`src/rtl/charmap_pkg.sv`:
```
// Purpose : shared constants for the character-map renderer: register map,
//           ctrl bit positions, 16-entry CGA palette and RGB332 expansion.
// Latency : n/a (package only).
// Stall   : n/a (package only).
package charmap_pkg;

    // Register port addresses.
    localparam logic [2:0] REG_SCROLL_X = 3'd0;
    localparam logic [2:0] REG_SCROLL_Y = 3'd1;
    localparam logic [2:0] REG_CTRL     = 3'd2;
    localparam logic [2:0] REG_BG       = 3'd3;
    localparam logic [2:0] REG_CUR_COL  = 3'd4;
    localparam logic [2:0] REG_CUR_ROW  = 3'd5;

    // ctrl register bit positions.
    localparam int CTRL_EN   = 0;
    localparam int CTRL_MODE = 1;

    // CGA ordering, {R,G,B} 8 bits each.
    localparam logic [23:0] PALETTE [16] = '{
        24'h000000, 24'h0000AA, 24'h00AA00, 24'h00AAAA,
        24'hAA0000, 24'hAA00AA, 24'hAA5500, 24'hAAAAAA,
        24'h555555, 24'h5555FF, 24'h55FF55, 24'h55FFFF,
        24'hFF5555, 24'hFF55FF, 24'hFFFF55, 24'hFFFFFF
    };

    // RGB332 byte to {R,G,B}. Red sits in the low bits of the byte,
    // blue in the top two; each field is replicated to fill 6 bits.
    function automatic logic [23:0] rgb332_expand(input logic [7:0] c);
        return {c[2:0], c[2:0], 2'b00,
                c[5:3], c[5:3], 2'b00,
                c[7:6], c[7:6], c[7:6], 2'b00};
    endfunction

endpackage

```
`src/rtl/charmap_delay.sv`:
```
// Purpose : ce-gated shift register carrying sync/blank and per-pixel sidebands.
// Latency : DEPTH ce cycles from data to delayed.
// Stall   : holds every stage while ce is low.
// Ports   : clk_sys, reset (sync, active-high), ce, data[WIDTH], delayed[WIDTH].
module charmap_delay #(
    parameter int               WIDTH   = 1,
    parameter int               DEPTH   = 1,
    parameter logic [WIDTH-1:0] RST_VAL = '0
) (
    input  logic             clk_sys,
    input  logic             reset,
    input  logic             ce,
    input  logic [WIDTH-1:0] data,
    output logic [WIDTH-1:0] delayed
);

    logic [WIDTH-1:0] stage [DEPTH];

    always_ff @(posedge clk_sys) begin
        if (reset) begin
            for (int i = 0; i < DEPTH; i++) stage[i] <= RST_VAL;
        end else if (ce) begin
            stage[0] <= data;
            for (int i = 1; i < DEPTH; i++) stage[i] <= stage[i-1];
        end
    end

    assign delayed = stage[DEPTH-1];

endmodule

```
`src/rtl/charmap_renderer.sv`:
```
// Purpose : character-map text renderer: beam counters -> char/colour/font
//           fetches -> RGB, with scroll, frame-synced registers and palette.
// Latency : 3 ce_pix from hcnt/vcnt to RGB; blank/sync delayed to match.
// Stall   : whole pipeline holds while ce_pix is low; register port never stalls.
// Ports   : clk_sys/reset/ce_pix; beam hcnt,vcnt,hb/vb/hs/vs_in; map RAM
//           map_addr -> map_data,col_data; font ROM font_addr -> font_data;
//           register port reg_wr/reg_addr/reg_data; r/g/b_out, hb/vb/hs/vs_out.
// Option  : define CHARMAP_CURSOR_EN for a blinking inverted-cell cursor
//           (registers 4 cursor_col, 5 cursor_row).
module charmap_renderer
    import charmap_pkg::*;
#(
    parameter int COLS    = 64,
    parameter int ROWS    = 32,
    parameter int CHAR_H  = 8,
    parameter int MAP_AW  = $clog2(COLS*ROWS),
    parameter int FONT_AW = 8 + $clog2(CHAR_H)
) (
    input  logic               clk_sys,
    input  logic               reset,
    input  logic               ce_pix,
    input  logic [8:0]         hcnt,
    input  logic [8:0]         vcnt,
    input  logic               hb_in,
    input  logic               vb_in,
    input  logic               hs_in,
    input  logic               vs_in,
    output logic [MAP_AW-1:0]  map_addr,
    input  logic [7:0]         map_data,
    input  logic [7:0]         col_data,
    output logic [FONT_AW-1:0] font_addr,
    input  logic [7:0]         font_data,
    input  logic               reg_wr,
    input  logic [2:0]         reg_addr,
    input  logic [7:0]         reg_data,
    output logic [7:0]         r_out,
    output logic [7:0]         g_out,
    output logic [7:0]         b_out,
    output logic               hb_out,
    output logic               vb_out,
    output logic               hs_out,
    output logic               vs_out
);

    localparam int CW  = $clog2(COLS);
    localparam int RW  = $clog2(ROWS);
    localparam int LW  = $clog2(CHAR_H);
    localparam int VXW = CW + 3;
    localparam int VYW = RW + LW;

    // ---------------- register file: shadow + frame-synced active copy
    logic [7:0] sh_scroll_x, sh_scroll_y, sh_bg;
    logic [7:0] act_scroll_x, act_scroll_y, act_bg;
    logic [1:0] sh_ctrl, act_ctrl;
    logic       vb_q;
    logic       frame_rise;

    assign frame_rise = vb_in & ~vb_q;

    // vb_q resets high so a vb_in already high at reset release is not
    // mistaken for a fresh frame edge.
    always_ff @(posedge clk_sys) begin
        if (reset) begin
            vb_q         <= 1'b1;
            sh_scroll_x  <= '0;
            sh_scroll_y  <= '0;
            sh_ctrl      <= '0;
            sh_bg        <= '0;
            act_scroll_x <= '0;
            act_scroll_y <= '0;
            act_ctrl     <= '0;
            act_bg       <= '0;
        end else begin
            vb_q <= vb_in;
            if (reg_wr) begin
                case (reg_addr)
                    REG_SCROLL_X: sh_scroll_x <= reg_data;
                    REG_SCROLL_Y: sh_scroll_y <= reg_data;
                    REG_CTRL:     sh_ctrl     <= reg_data[1:0];
                    REG_BG:       sh_bg       <= reg_data;
                    default:      ;
                endcase
            end
            // Non-blocking read of the shadows: a write on this same cycle
            // lands in the shadow only and takes effect next frame.
            if (frame_rise) begin
                act_scroll_x <= sh_scroll_x;
                act_scroll_y <= sh_scroll_y;
                act_ctrl     <= sh_ctrl;
                act_bg       <= sh_bg;
            end
        end
    end

    // ---------------- S0: virtual coordinates, map address
    logic [VXW-1:0] vx;
    logic [VYW-1:0] vy;
    logic [LW-1:0]  line0;
    logic           cur_hit;

    // Truncating to the map size gives the modulo wrap for free.
    assign vx = VXW'(hcnt) + VXW'(act_scroll_x);
    assign vy = VYW'(vcnt) + VYW'(act_scroll_y);

`ifdef CHARMAP_CURSOR_EN
    logic [7:0] sh_cur_col, sh_cur_row, act_cur_col, act_cur_row;
    logic [5:0] frame_cnt;

    always_ff @(posedge clk_sys) begin
        if (reset) begin
            sh_cur_col  <= '0;
            sh_cur_row  <= '0;
            act_cur_col <= '0;
            act_cur_row <= '0;
            frame_cnt   <= '0;
        end else begin
            if (reg_wr && reg_addr == REG_CUR_COL) sh_cur_col <= reg_data;
            if (reg_wr && reg_addr == REG_CUR_ROW) sh_cur_row <= reg_data;
            if (frame_rise) begin
                act_cur_col <= sh_cur_col;
                act_cur_row <= sh_cur_row;
                frame_cnt   <= frame_cnt + 6'd1;
            end
        end
    end

    // Visible during the first 32 frames of each 64-frame period.
    assign cur_hit = ~frame_cnt[5]
                   && (8'(vx[VXW-1:3])  == act_cur_col)
                   && (8'(vy[VYW-1:LW]) == act_cur_row);
`else
    assign cur_hit = 1'b0;
`endif

    // Sidebands ride two stages (S0, S1) and are consumed by S2.
    logic [7:0] side;
    logic       s1_hb, s1_vb, s1_hs, s1_vs, s1_cur;
    logic [2:0] s1_px;

    charmap_delay #(
        .WIDTH  (8),
        .DEPTH  (2),
        .RST_VAL(8'b1100_0000)
    ) u_delay (
        .clk_sys(clk_sys),
        .reset  (reset),
        .ce     (ce_pix),
        .data   ({hb_in, vb_in, hs_in, vs_in, vx[2:0], cur_hit}),
        .delayed(side)
    );

    assign {s1_hb, s1_vb, s1_hs, s1_vs, s1_px, s1_cur} = side;

    // ---------------- S0/S1 fetch registers
    logic [7:0] col1;

    always_ff @(posedge clk_sys) begin
        if (reset) begin
            map_addr  <= '0;
            line0     <= '0;
            font_addr <= '0;
            col1      <= '0;
        end else if (ce_pix) begin
            map_addr  <= {vy[VYW-1:LW], vx[VXW-1:3]};
            line0     <= vy[LW-1:0];
            font_addr <= {map_data, line0};
            col1      <= col_data;
        end
    end

    // ---------------- S2: pixel select, colour, output registers
    logic        pix;
    logic [23:0] fg, bg, rgb;

    always_comb begin
        // ~px == 7 - px: bit 7 is the leftmost pixel.
        pix = font_data[~s1_px] ^ s1_cur;
        if (act_ctrl[CTRL_MODE]) begin
            fg = PALETTE[col1[3:0]];
            bg = PALETTE[col1[7:4]];
        end else begin
            fg = rgb332_expand(col1);
            bg = rgb332_expand(act_bg);
        end
        rgb = pix ? fg : bg;
    end

    always_ff @(posedge clk_sys) begin
        if (reset) begin
            r_out  <= '0;
            g_out  <= '0;
            b_out  <= '0;
            hb_out <= 1'b1;
            vb_out <= 1'b1;
            hs_out <= 1'b0;
            vs_out <= 1'b0;
        end else if (ce_pix) begin
            if (s1_hb || s1_vb || !act_ctrl[CTRL_EN]) begin
                {r_out, g_out, b_out} <= '0;
            end else begin
                {r_out, g_out, b_out} <= rgb;
            end
            hb_out <= s1_hb;
            vb_out <= s1_vb;
            hs_out <= s1_hs;
            vs_out <= s1_vs;
        end
    end

endmodule
```
`config.mk`:
```
export PLATFORM = sky130hd
export DESIGN_NAME = charmap_renderer
export DESIGN_NICKNAME = d
export VERILOG_FILES = /design/src/rtl/charmap_pkg.sv /design/src/rtl/charmap_delay.sv /design/src/rtl/charmap_renderer.sv
export SDC_FILE = /design/constraint.sdc
export NUM_CORES = 1
export LEC_CHECK = 0
export ABC_AREA = 1
export CORE_ASPECT_RATIO = 0.6
export CORE_MARGIN = 4
export CORE_UTILIZATION = 30
export CTS_CLUSTER_SIZE = 24
export DETAILED_ROUTE_END_ITERATION = 16
export GPL_ROUTABILITY_DRIVEN = 0
export MAX_ROUTING_LAYER = met4
export SLEW_MARGIN = 25
export SYNTH_ARGS = -nofsm -noshare
export SYNTH_HDL_FRONTEND = slang
export SYNTH_SLANG_ARGS = --single-unit
```
`constraint.sdc`:
```
create_clock -name clk_sys -period 3.1 [get_ports clk_sys]
set_clock_uncertainty 0.2 [all_clocks]
set_input_delay 0.93 -clock clk_sys [delete_from_list [all_inputs] [get_ports clk_sys]]
set_output_delay 0.93 -clock clk_sys [all_outputs]
set_load 0.05 [all_outputs]
```
==> run_results.csv <==
group,metric,value,unit
logic_synthesis,synth_cell_types,31,
layout,diodes,0,
sta,slew-limit-headroom,61.6,%
clocking,cts_resized,0,
logic_synthesis,synth.avg_cell_area,7.84,um2
logic_synthesis,ys_ff_latch,123,
logic_synthesis,yosys.area.top_type_share,41.1,%
die,design.portCount,111,
clocking,clock_latency,0.41,ns
placement,numPortBuffers,109,
sta,fin_ws,0.360,ns
logic_synthesis,syn-num-nets,755,
placement,pre_cts_slack,0.131,ns
route,first_iter_violations,364,
clocking,clkTransAtPathRegs,0.06,ns
logic_synthesis,synth_compound_area_share,15.6,%
power_and_ir_drop,p_switching,0.00109,W
worst_setup_path,cp-start-kind,"flip-flop",
logic_synthesis,synthAdderAreaFrac,4.29,%
clocking,root_buffer,"clkbuf_16",
route,drt_first_pass_iters,5,
die,fp-row-count,37,
worst_setup_path,cp_num_buf_inv,1,
placement,place_area,0.00664,mm2
sta,finalCriticalPeriod,2.74,ns
layout,fin_nets,862,
worst_setup_path,r2r-end,"r_out[7]$_SDFFE_PP0P_",
sta,rsz0062_at_grt,"false",
power_and_ir_drop,pwr_density_cell,596,mW/mm2
logic_synthesis,synth_warnings,0,
route,via_count,4799,
outcome,outcome,"finished, final reports clean",
worst_setup_path,reg2reg_from,"act_ctrl[1]$_SDFFE_PP0P_",
power_and_ir_drop,irDropWorstVdd,0.000349,V
sta,hold_viol_final,0,
route,vias_per_cell,4.65,
logic_synthesis,synth_top_family_by_area,"simple AND/OR/NAND/NOR gates",
logic_synthesis,yosys.area.top_type,"dfxtp_1",
logic_synthesis,synthMuxAreaShare,0,%
layout,layout_common_cells,"nand2_1 (139), dfxtp_1 (109), clkdlybuf4s50_1 (109)",
die,die_h,111,um
logic_synthesis,syn_inst,677,
die,fp.dieArea,0.0199,mm2
min_path,hold_path.startpoint,"map_addr[2]$_SDFFE_PP0P_",
layout,final_common_cell,"nand2_1",
grt,grt_pass1_vias,4544,
layout,syn_to_final_growth,36.8,%
worst_setup_path,rr_worst_depth,5,
placement,hpwl,10.6,mm
power_and_ir_drop,cellInternalPower,0.00323,W
worst_setup_path,slowest_delay,0.83,ns
layout,stdcell_area,0.00726,mm2
worst_setup_path,crit_end,"vb_out",
logic_synthesis,yosysSeqAreaShare,49.1,%
sta,tightest_slew,0.576,ns
logic_synthesis,yosys.area_share.simple,22.9,%
logic_synthesis,synth_edf_count,14,
worst_setup_path,rrSetupSlack,1.18,ns
sta,max_freq,0.365,GHz
worst_setup_path,worst_path_max_delay_cell,"clkdlybuf4s50_1",
clocking,cts_tree,"done",
layout,drive_gt1_share,6.65,%
clocking,ctsHoldBuffers,0,
placement,dp_cells,999,
min_path,min_path_type,"flip-flop to flip-flop",
sta,finalSetupViolCount,0,
power_and_ir_drop,power_frac_seq,40.0,%
route,drc,0,
power_and_ir_drop,p_comb_share,12.5,%
clocking,post-cts-setup-buffer-count,0,
grt,grt_usage,14.9,%
worst_setup_path,startpoint,"vb_out$_SDFFE_PP1P_",
route,wl_per_cell,14.1,um
power_and_ir_drop,clockPowerShare,47.5,%
power_and_ir_drop,p_leak,3.08,nW
clocking,numCtsBuffers,17,
logic_synthesis,syn_area,0.00531,mm2
die,start_util,30.8,%
worst_setup_path,worstPathCellList,"clkdlybuf4s50_1",
power_and_ir_drop,power,0.00433,W
clocking,htree_num_levels,4,
sta,slew_violations,0,
worst_setup_path,crit_type,"flip-flop to primary output",
grt,grt_max_degree,54,
worst_setup_path,cp_top_family,"buffers and inverters",
route,antenna_left,0,
clocking,cts_buffer_depth,2,
layout,finalNonFillerCells,1031,
die,die_w,180,um
worst_setup_path,path_depth,1,
logic_synthesis,synthArstFlopShare,0,%
sta,finalCritPeriodShare,88.4,%
grt,overflow,0,
clocking,clock_sinks,123,
sta,setup_tns,0,ns
power_and_ir_drop,sw_frac_of_total,25.3,%
worst_setup_path,crit_arrival,1.61,ns
flow_run,cap_violations,0,
worst_setup_path,required,1.97,ns
logic_synthesis,synth_ff_type,"dfxtp_1",
die,core,0.0172,mm2
logic_synthesis,synth_xor_xnor_area_share,0.330,%
logic_synthesis,netlist_top_cells_area,"dfxtp_1 (41%), nand2_1 (9.8%), edfxtp_1 (7.9%)",
worst_setup_path,crit_fanout,2,
route,wl,14.5,mm
grt,antenna_found_initial,0,
grt,grt_pass1_wl,23.5,mm
worst_setup_path,crit_path_end_kind,"primary output",
-- worst min-delay path by stage --
stage / end / slack (ns) / cells past startpoint
4_1_cts: act_bg[3]$_SDFFE_PP0P_ / 0.25 / 2
5_1_grt: sh_bg[3]$_SDFFE_PP0P_ / 0.27 / 2
3_3_place_gp: vs_out$_SDFFE_PP0P_ / 0.24 / 1
6_report: map_addr[2]$_SDFFE_PP0P_ / 0.25 / 2
2_1_floorplan: act_bg[0]$_SDFFE_PP0P_ / 0.23 / 2
3_5_place_dp: map_addr[6]$_SDFFE_PP0P_ / 0.24 / 2
-- cell families after synthesis --
group           after synthesis
simple gates                283
compound gates              152
flops                       123
buf+inv                     100
fa+ha+maj                    17
xor+xnor                      2
-- state kept, by name, summed over array words and instances (netlist names), 8 cells and up --
register	count
sh_scroll_y	8
font_addr	11
r_out	8
act_bg	8
act_scroll_x	8
map_addr	11
act_scroll_y	8
g_out	8
sh_scroll_x	8
col1	8
sh_bg	8
u_delay.stage	14
-- synthesized netlist by cell type, types with 2 or more instances --
cell	number
o21a_1	3
a21oi_1	48
ha_1	15
nor2_1	58
nand2_1	139
or2_2	3
buf_2	3
nand4_1	8
o21ai_0	84
dfxtp_1	109
inv_1	64
o211ai_1	3
clkbuf_1	22
buf_4	8
o22a_1	2
fa_1	2
edfxtp_1	14
nand3_1	69
a22o_1	11
-- area by class of cell --
class,instances,area (um2)
Sequential cell,123,2600
Multi-Input combinational cell,454,2300
Tap cell,234,293
Clock buffer,22,474
Timing Repair Buffer,123,1210
Clock inverter,10,139
Fill cell,1767,9960
Inverter,65,244
-- layer usage --
| metal | up-vias | global-route usage, % | wire length, um |
|---|---|---|---|
| met5 | - | - | 0 |
| met4 | 0 | 3.96 | 86 |
| met3 | 9 | 3.97 | 742 |
| met2 | 141 | 18.8 | 5320 |
| met1 | 2181 | 22.9 | 8370 |
| li1 | 2468 | - | - |
-- power groups by stage --
stage                     Combinational (W)  Sequential, W  Clock [W]
after floorplan                    0.000260        0.00183          0
after CTS                          0.000543        0.00173    0.00210
after detailed placement           0.000539        0.00176          0
final                              0.000542        0.00173    0.00206
after global routing               0.000600        0.00174    0.00217
after global placement             0.000535        0.00176          0
-- stage by stage --
stage               util [%]  hold slack (ns)
global route            42.1            0.266
global placement        38.6            0.238
detailed placement      38.6            0.240
finish                  42.1            0.249
CTS                     42.1            0.251
floorplan                  -            0.229
No activity file was read; power rests on OpenSTA's default activity.
